==> src/rtl/wave_gen.sv <==
// wave_gen: multi-mode waveform generator (saw up, saw down, triangle, square).
//
// The active configuration (mode, amplitude, prescaler) is held in shadow
// registers that load only on a start event or on a period wrap step. Mid-period
// writes therefore never disturb the current period.
//
// Ports:
//   clk          system clock, rising edge
//   rst_n        asynchronous active-low reset
//   ena          run enable; low clears the block to idle on the next edge
//   mode         0 saw up, 1 saw down, 2 triangle, 3 square
//   amplitude    peak value A (unsigned)
//   prescaler    P; one step every P+1 clocks
//   data         current sample (registered)
//   data_valid   one-clock pulse when data takes a new sample
//   period_start one-clock pulse on the first sample of each period
module wave_gen #(
  parameter int DATA_W  = 16,
  parameter int PRESC_W = 16
) (
  input  logic               clk,
  input  logic               rst_n,
  input  logic               ena,
  input  logic [1:0]         mode,
  input  logic [DATA_W-1:0]  amplitude,
  input  logic [PRESC_W-1:0] prescaler,
  output logic [DATA_W-1:0]  data,
  output logic               data_valid,
  output logic               period_start
);

  typedef enum logic {
    IDLE,
    RUN
  } state_t;

  typedef enum logic [1:0] {
    SAW_UP = 2'd0,
    SAW_DN = 2'd1,
    TRI    = 2'd2,
    SQR    = 2'd3
  } mode_t;

  state_t             state;
  mode_t              mode_s;
  logic [DATA_W-1:0]  amp_s;
  logic [PRESC_W-1:0] presc_s;
  logic [PRESC_W-1:0] pcnt;
  logic [DATA_W:0]    ph;
  logic               up;

  logic               step;
  logic               wrap;
  logic [DATA_W-1:0]  nxt_data;
  logic [DATA_W:0]    nxt_ph;
  logic               nxt_up;
  logic [DATA_W-1:0]  start_data;

  // Start and wrap both take the live inputs, so the first sample of a period
  // is derived from the incoming configuration, not the shadowed one.
  assign start_data = (mode_t'(mode) == SAW_DN) ? amplitude : '0;
  assign step       = (pcnt == presc_s);

  // Next waveform value for a non-wrap step, and whether this step wraps.
  // Wrap is detected before any increment/decrement, so data never leaves
  // 0..amp_s and no counter is ever pushed past its terminal value.
  always_comb begin
    wrap     = 1'b0;
    nxt_data = data;
    nxt_ph   = ph;
    nxt_up   = up;
    case (mode_s)
      SAW_UP: begin
        if (data == amp_s) wrap = 1'b1;
        else               nxt_data = data + DATA_W'(1);
      end
      SAW_DN: begin
        if (data == '0) wrap = 1'b1;
        else            nxt_data = data - DATA_W'(1);
      end
      TRI: begin
        if (up) begin
          if (data == amp_s) begin
            // With A<=1 there is no descending leg: reaching A ends the period.
            if (amp_s <= DATA_W'(1)) begin
              wrap = 1'b1;
            end else begin
              nxt_up   = 1'b0;
              nxt_data = amp_s - DATA_W'(1);
            end
          end else begin
            nxt_data = data + DATA_W'(1);
          end
        end else begin
          if (data == DATA_W'(1)) wrap = 1'b1;
          else                    nxt_data = data - DATA_W'(1);
        end
      end
      SQR: begin
        // Terminal phase is 2A+1, formed by a shift so it cannot overflow.
        if (ph == {amp_s, 1'b1}) begin
          wrap = 1'b1;
        end else begin
          nxt_ph   = ph + (DATA_W+1)'(1);
          nxt_data = (nxt_ph <= {1'b0, amp_s}) ? '0 : amp_s;
        end
      end
      default: wrap = 1'b1;
    endcase
  end

  always_ff @(posedge clk or negedge rst_n) begin
    if (!rst_n) begin
      state        <= IDLE;
      mode_s       <= SAW_UP;
      amp_s        <= '0;
      presc_s      <= '0;
      pcnt         <= '0;
      ph           <= '0;
      up           <= 1'b1;
      data         <= '0;
      data_valid   <= 1'b0;
      period_start <= 1'b0;
    end else if (!ena) begin
      state        <= IDLE;
      pcnt         <= '0;
      ph           <= '0;
      up           <= 1'b1;
      data         <= '0;
      data_valid   <= 1'b0;
      period_start <= 1'b0;
    end else if (state == IDLE) begin
      state        <= RUN;
      mode_s       <= mode_t'(mode);
      amp_s        <= amplitude;
      presc_s      <= prescaler;
      pcnt         <= '0;
      ph           <= '0;
      up           <= 1'b1;
      data         <= start_data;
      data_valid   <= 1'b1;
      period_start <= 1'b1;
    end else if (step) begin
      pcnt       <= '0;
      data_valid <= 1'b1;
      if (wrap) begin
        mode_s       <= mode_t'(mode);
        amp_s        <= amplitude;
        presc_s      <= prescaler;
        ph           <= '0;
        up           <= 1'b1;
        data         <= start_data;
        period_start <= 1'b1;
      end else begin
        ph           <= nxt_ph;
        up           <= nxt_up;
        data         <= nxt_data;
        period_start <= 1'b0;
      end
    end else begin
      pcnt         <= pcnt + PRESC_W'(1);
      data_valid   <= 1'b0;
      period_start <= 1'b0;
    end
  end

endmodule

==> config.mk <==
export PLATFORM = sky130hd
export DESIGN_NAME = wave_gen
export DESIGN_NICKNAME = d
export VERILOG_FILES = /design/src/rtl/wave_gen.sv
export SDC_FILE = /design/constraint.sdc
export NUM_CORES = 1
export LEC_CHECK = 0
export ABC_AREA = 1
export CORE_ASPECT_RATIO = 1.4
export CORE_MARGIN = 8
export CORE_UTILIZATION = 58
export DETAILED_ROUTE_END_ITERATION = 6
export PLACE_DENSITY = 0.79
export SETUP_SLACK_MARGIN = 0.02
export SLEW_MARGIN = 20
export SYNTH_ARGS = -nofsm -noshare
export SYNTH_HDL_FRONTEND = slang
export SYNTH_SLANG_ARGS = --single-unit
==> constraint.sdc <==
create_clock -name clk -period 3.67 [get_ports clk]
set_input_delay 0.5505 -clock clk [delete_from_list [all_inputs] [get_ports clk]]
set_output_delay 0.5505 -clock clk [all_outputs]
set_load 0.02 [all_outputs]
==> run summary <==
The flow ran to the end, and the final reports show no timing, DRC or antenna violations. The run gives 27.5% as the overall fraction of global-route tracks in use. The tools report the iteration count of the initial detailed-routing pass as 7. Detailed placement finished with a half-perimeter wire length of 15,900 µm. Total power for the finished layout comes to 0.00353 W. For the combined area of all synthesized cells, the log shows 0.00717 mm².

The number of antenna violations at the first check in global routing is 0. Relative to the synthesized area, the layout overhead comes to 12.2%. For this design the static power due to leakage is 4.15 nW. Synthesized netlist net count: 1,162. The run gives 88 as the largest net degree at the start of global routing. The number of cell rows is 48, and the met1 track demand over resource in global routing is 31.8%. The logs give 66.0% for the utilization after layout and 87 for the number of clock sinks seen by CTS. For the worst setup path, the data required time is 3.92 ns. The top fanout value on the critical path was 16; the cell area after placement was 0.00776 mm².

In this run, CTS created clock tree buffers numbering 9. The largest family of logic cells by synthesized area is simple AND/OR/NAND/NOR gates. Of the available clock period, the critical path in the final layout requires 87.3%. During I/O placement, the number of pins put on the boundary was 55. The class of the worst hold path is in2async. Setup repair after global routing left no endpoint under its margin. The post-synthesis instance total is 1,102, and the final clock skew is 0.00899 ns. The run gives 3 as the H-tree level count.

Start of the worst register-to-register path: ph[0]. The async set-reset flop share out of synthesis works out to 100%. The critical path is of the reg2reg type. During synthesis, Yosys emitted a total of 0 warnings. Yosys mapped the design onto 48 distinct sky130hd cell types. Of the post-synthesis cell area, the part taken by muxes is 0%.

At the later pin of the worst-skew pair, clock insertion delay measures 0.35 ns. The maximum buffer depth of the clock tree is 2, and the headroom to the max-slew limit is 46.8%. The logs give 0 for the final number of hold-violating endpoints and 45.6% for the global-route met2 utilization. Post-CTS repair changed the size of 0 cells.

Across the VDD grid, the largest voltage drop is 0.297 mV. The net count of the finished layout is 1,197. Detailed routing inserted a total of 7,349 vias. The first global-routing pass estimated 35,200 µm of wire. For the final hold slack, the log shows 0.252 ns.

Summed over all layers, the routed wires come to 21,600 µm. At the pin with the least slew margin, the transition time is 0.798 ns. Measured along the x axis, the die boundary spans 110 µm. For this block, the initial DRC count from the detailed router was 533. The worst setup path is launched from a flop. In the final routed layout, each cell accounts on average for 16.7 µm.

Dominant cell type by area after synthesis: sky130_fd_sc_hd__dfrtp_1. In the routed layout, each cell is associated on average with a via count of 5.69. The finished cells cover 0.00805 mm². Across the run, the number of max-cap violations was 0. After clock tree synthesis, the clock-pin slew on the worst setup and hold paths is 0.07 ns. The cell sitting at the root of the clock tree is a sky130_fd_sc_hd__clkbuf_16.

The number of flops mapped to enable cells by yosys was 0. The fraction of synthesized cell area taken by the top area cell type is 30.0%. The final global-route overflow total is 0. Sequential elements use 30.4% of the synthesized area.

TritonCTS built the clock tree. Port buffering added 54 buffers. The worst register-to-register path has a depth of 20. Buffers added to address setup during post-CTS repair amount to 0. Xor-xnor portion of the synthesized cell area: 8.06%.

The average footprint of a synthesized cell is 6.51 µm². The number of endpoints failing setup at the final stage was 0. Share of cells above drive strength 1: 7.53%.

For the initial core utilization, the log shows 58.8%. The library cell used most frequently in the layout, excluding fill and tap cells, is sky130_fd_sc_hd__nand2_1. The global routing's busiest layer was met2.

In the post-synthesis netlist, the biggest area contributors are sky130_fd_sc_hd__dfrtp_1 30%, sky130_fd_sc_hd__nand2_1 18%, sky130_fd_sc_hd__nand3_1 8.2%, sky130_fd_sc_hd__nor2_1 6.9%, sky130_fd_sc_hd__xor2_1 6.3%. The run gives 312 MHz as the maximum clock rate. The number of remaining DRC errors came out at 0. The floorplan die area is 0.0162 mm², and the complex-gate fraction of the synthesized area is 7.71%. For this run, the leading register cell type out of synthesis is sky130_fd_sc_hd__dfrtp_1. The adder-cell share of the synthesized area was 4.01%.

The die is 148 µm tall. For the finished layout, the period the worst path requires is 3.20 ns. For the last weighted congestion value of the routability-driven placer, the log shows 1.00.

The endpoint identified for the worst register-to-register timing path is data[6]. For the number of diodes added for antenna fixing, the log shows 0. The tools report the setup slack of the worst register-to-register path as 0.47 ns. The number of pins exceeding their max-slew limit in the final report is 0, and the synthesized-area fraction occupied by and/or/nand/nor cells is 40.2%. The tools report the area of the core as 0.0122 mm². The top cell types in the final layout, fill and taps aside, are 353 x sky130_fd_sc_hd__nand2_1, 131 x sky130_fd_sc_hd__nor2_1, 117 x sky130_fd_sc_hd__nand3_1, 101 x sky130_fd_sc_hd__inv_1, 86 x sky130_fd_sc_hd__dfrtp_1. The via count of the first global-routing pass was 7,106; the data arrival time of the worst path was 3.45 ns. The hold buffer count at cts came out at 0.

The logs give 4.14% for the met3 track demand over resource and 0 for the count of antenna-violating nets left after detailed routing. The number of flip-flops and latches in the synthesized netlist was 87. The number of fillers in the final layout is 1,099. Summed over all failing endpoints, the final setup total negative slack is 0 ns. The sort of element at the end of the critical path was a flop.

For this design the ratio of total power to cell area is 438 mW/mm².
power by group:
part | leakage (nW) | total (W) | internal [W] | switching (W)
registers | 1.14 | 0.00128 | 0.00106 | 0.000219
clock network | 0.142 | 0.000913 | 0.000489 | 0.000424
logic | 2.87 | 0.00133 | 0.000495 | 0.000839
total | 4.15 | 0.00353 | 0.00204 | 0.00148
synth_stat cells (3+ instances only):
master and count:
sky130_fd_sc_hd__dfrtp_1 86, sky130_fd_sc_hd__xnor2_1 14, sky130_fd_sc_hd__o21ai_0 23, sky130_fd_sc_hd__or2_2 6, sky130_fd_sc_hd__o22ai_1 3, sky130_fd_sc_hd__clkbuf_1 14
sky130_fd_sc_hd__nand4_1 21, sky130_fd_sc_hd__o21ai_1 4, sky130_fd_sc_hd__nand2_2 6, sky130_fd_sc_hd__nor3_1 22, sky130_fd_sc_hd__nand2_1 353, sky130_fd_sc_hd__xor2_1 52
sky130_fd_sc_hd__nor3b_1 3, sky130_fd_sc_hd__ha_1 23, sky130_fd_sc_hd__nand3b_1 4, sky130_fd_sc_hd__o21ai_2 16, sky130_fd_sc_hd__inv_1 101, sky130_fd_sc_hd__nor2_1 131
sky130_fd_sc_hd__buf_4 3, sky130_fd_sc_hd__buf_6 4, sky130_fd_sc_hd__a21oi_1 28, sky130_fd_sc_hd__nand3_1 117, sky130_fd_sc_hd__inv_2 14, sky130_fd_sc_hd__buf_2 20
critical path: stages, from the launching register on:
cell,delay (ns)
sky130_fd_sc_hd__dfrtp_1,0.43
sky130_fd_sc_hd__and3_1,0.22
sky130_fd_sc_hd__nand3_1,0.11
sky130_fd_sc_hd__nor2_1,0.17
sky130_fd_sc_hd__nand2_1,0.09
sky130_fd_sc_hd__nor3_1,0.34
sky130_fd_sc_hd__nand4_1,0.16
sky130_fd_sc_hd__xor2_1,0.19
sky130_fd_sc_hd__ha_1,0.28
sky130_fd_sc_hd__nand2_1,0.05
sky130_fd_sc_hd__inv_1,0.06
sky130_fd_sc_hd__nand3_1,0.06
sky130_fd_sc_hd__nor3_1,0.25
sky130_fd_sc_hd__a21oi_2,0.08
sky130_fd_sc_hd__buf_4,0.21
sky130_fd_sc_hd__nand3_1,0.12
sky130_fd_sc_hd__nand2_1,0.07
sky130_fd_sc_hd__nand2_1,0.07
sky130_fd_sc_hd__nand2_1,0.06
sky130_fd_sc_hd__nand2_1,0.05
sky130_fd_sc_hd__nand2_1,0.05
layout make-up:
type | count | area [µm²] | share of cell area, %
sequential | 87 | 2180 | 27.1
clock inverter | 6 | 50.0 | 0.622
multi-input combinational | 853 | 4300 | 53.5
tap | 150 | 188 | 2.33
timing repair buffer | 67 | 639 | 7.94
clock buffer | 10 | 239 | 2.97
inverter | 119 | 453 | 5.63
worst max path at each step:
stage,start,to,slack (ns),cells after the start
after CTS,ph[0],data[6],0.51,23
after detailed placement,ph[0],data[1],0.56,20
after floorplan,ph[2],data[12],0.86,23
final,ph[0],data[6],0.47,20
after global routing,ph[0],data[6],0.14,24
after global placement,ph[2],data[4],0.65,23
routing by layer:
layer	wire length [µm]	vias to the layer above	part of all wire, %
li1	-	3562	-
met1	8060	3334	37
met2	10500	347	49
met3	1560	106	7.2
met4	1390	0	6.5
met5	0	-	0
logic make-up after synthesis:
logic type,Yosys count
fa+ha+maj,23
buf+inv,162
flops,87
compound gates,88
simple gates,676
xor+xnor,66
registers in the layout, indices dropped and copies added (netlist names):
register	flops
pcnt	16
data	16
presc_s	16
ph	17
mode_s	2
period_start	1
up	1
data_valid	1
state	1
amp_s	16
stage by stage:
| step | setup slack, ns | cells |
|---|---|---|
| after CTS | 0.514 | 1292 |
| after global routing | 0.135 | 1292 |
| after floorplan | 0.858 | 1102 |
| final | 0.466 | 1292 |
| after global placement | 0.651 | 1276 |
| after detailed placement | 0.562 | 1276 |
Power figures use the tool's default switching activity.
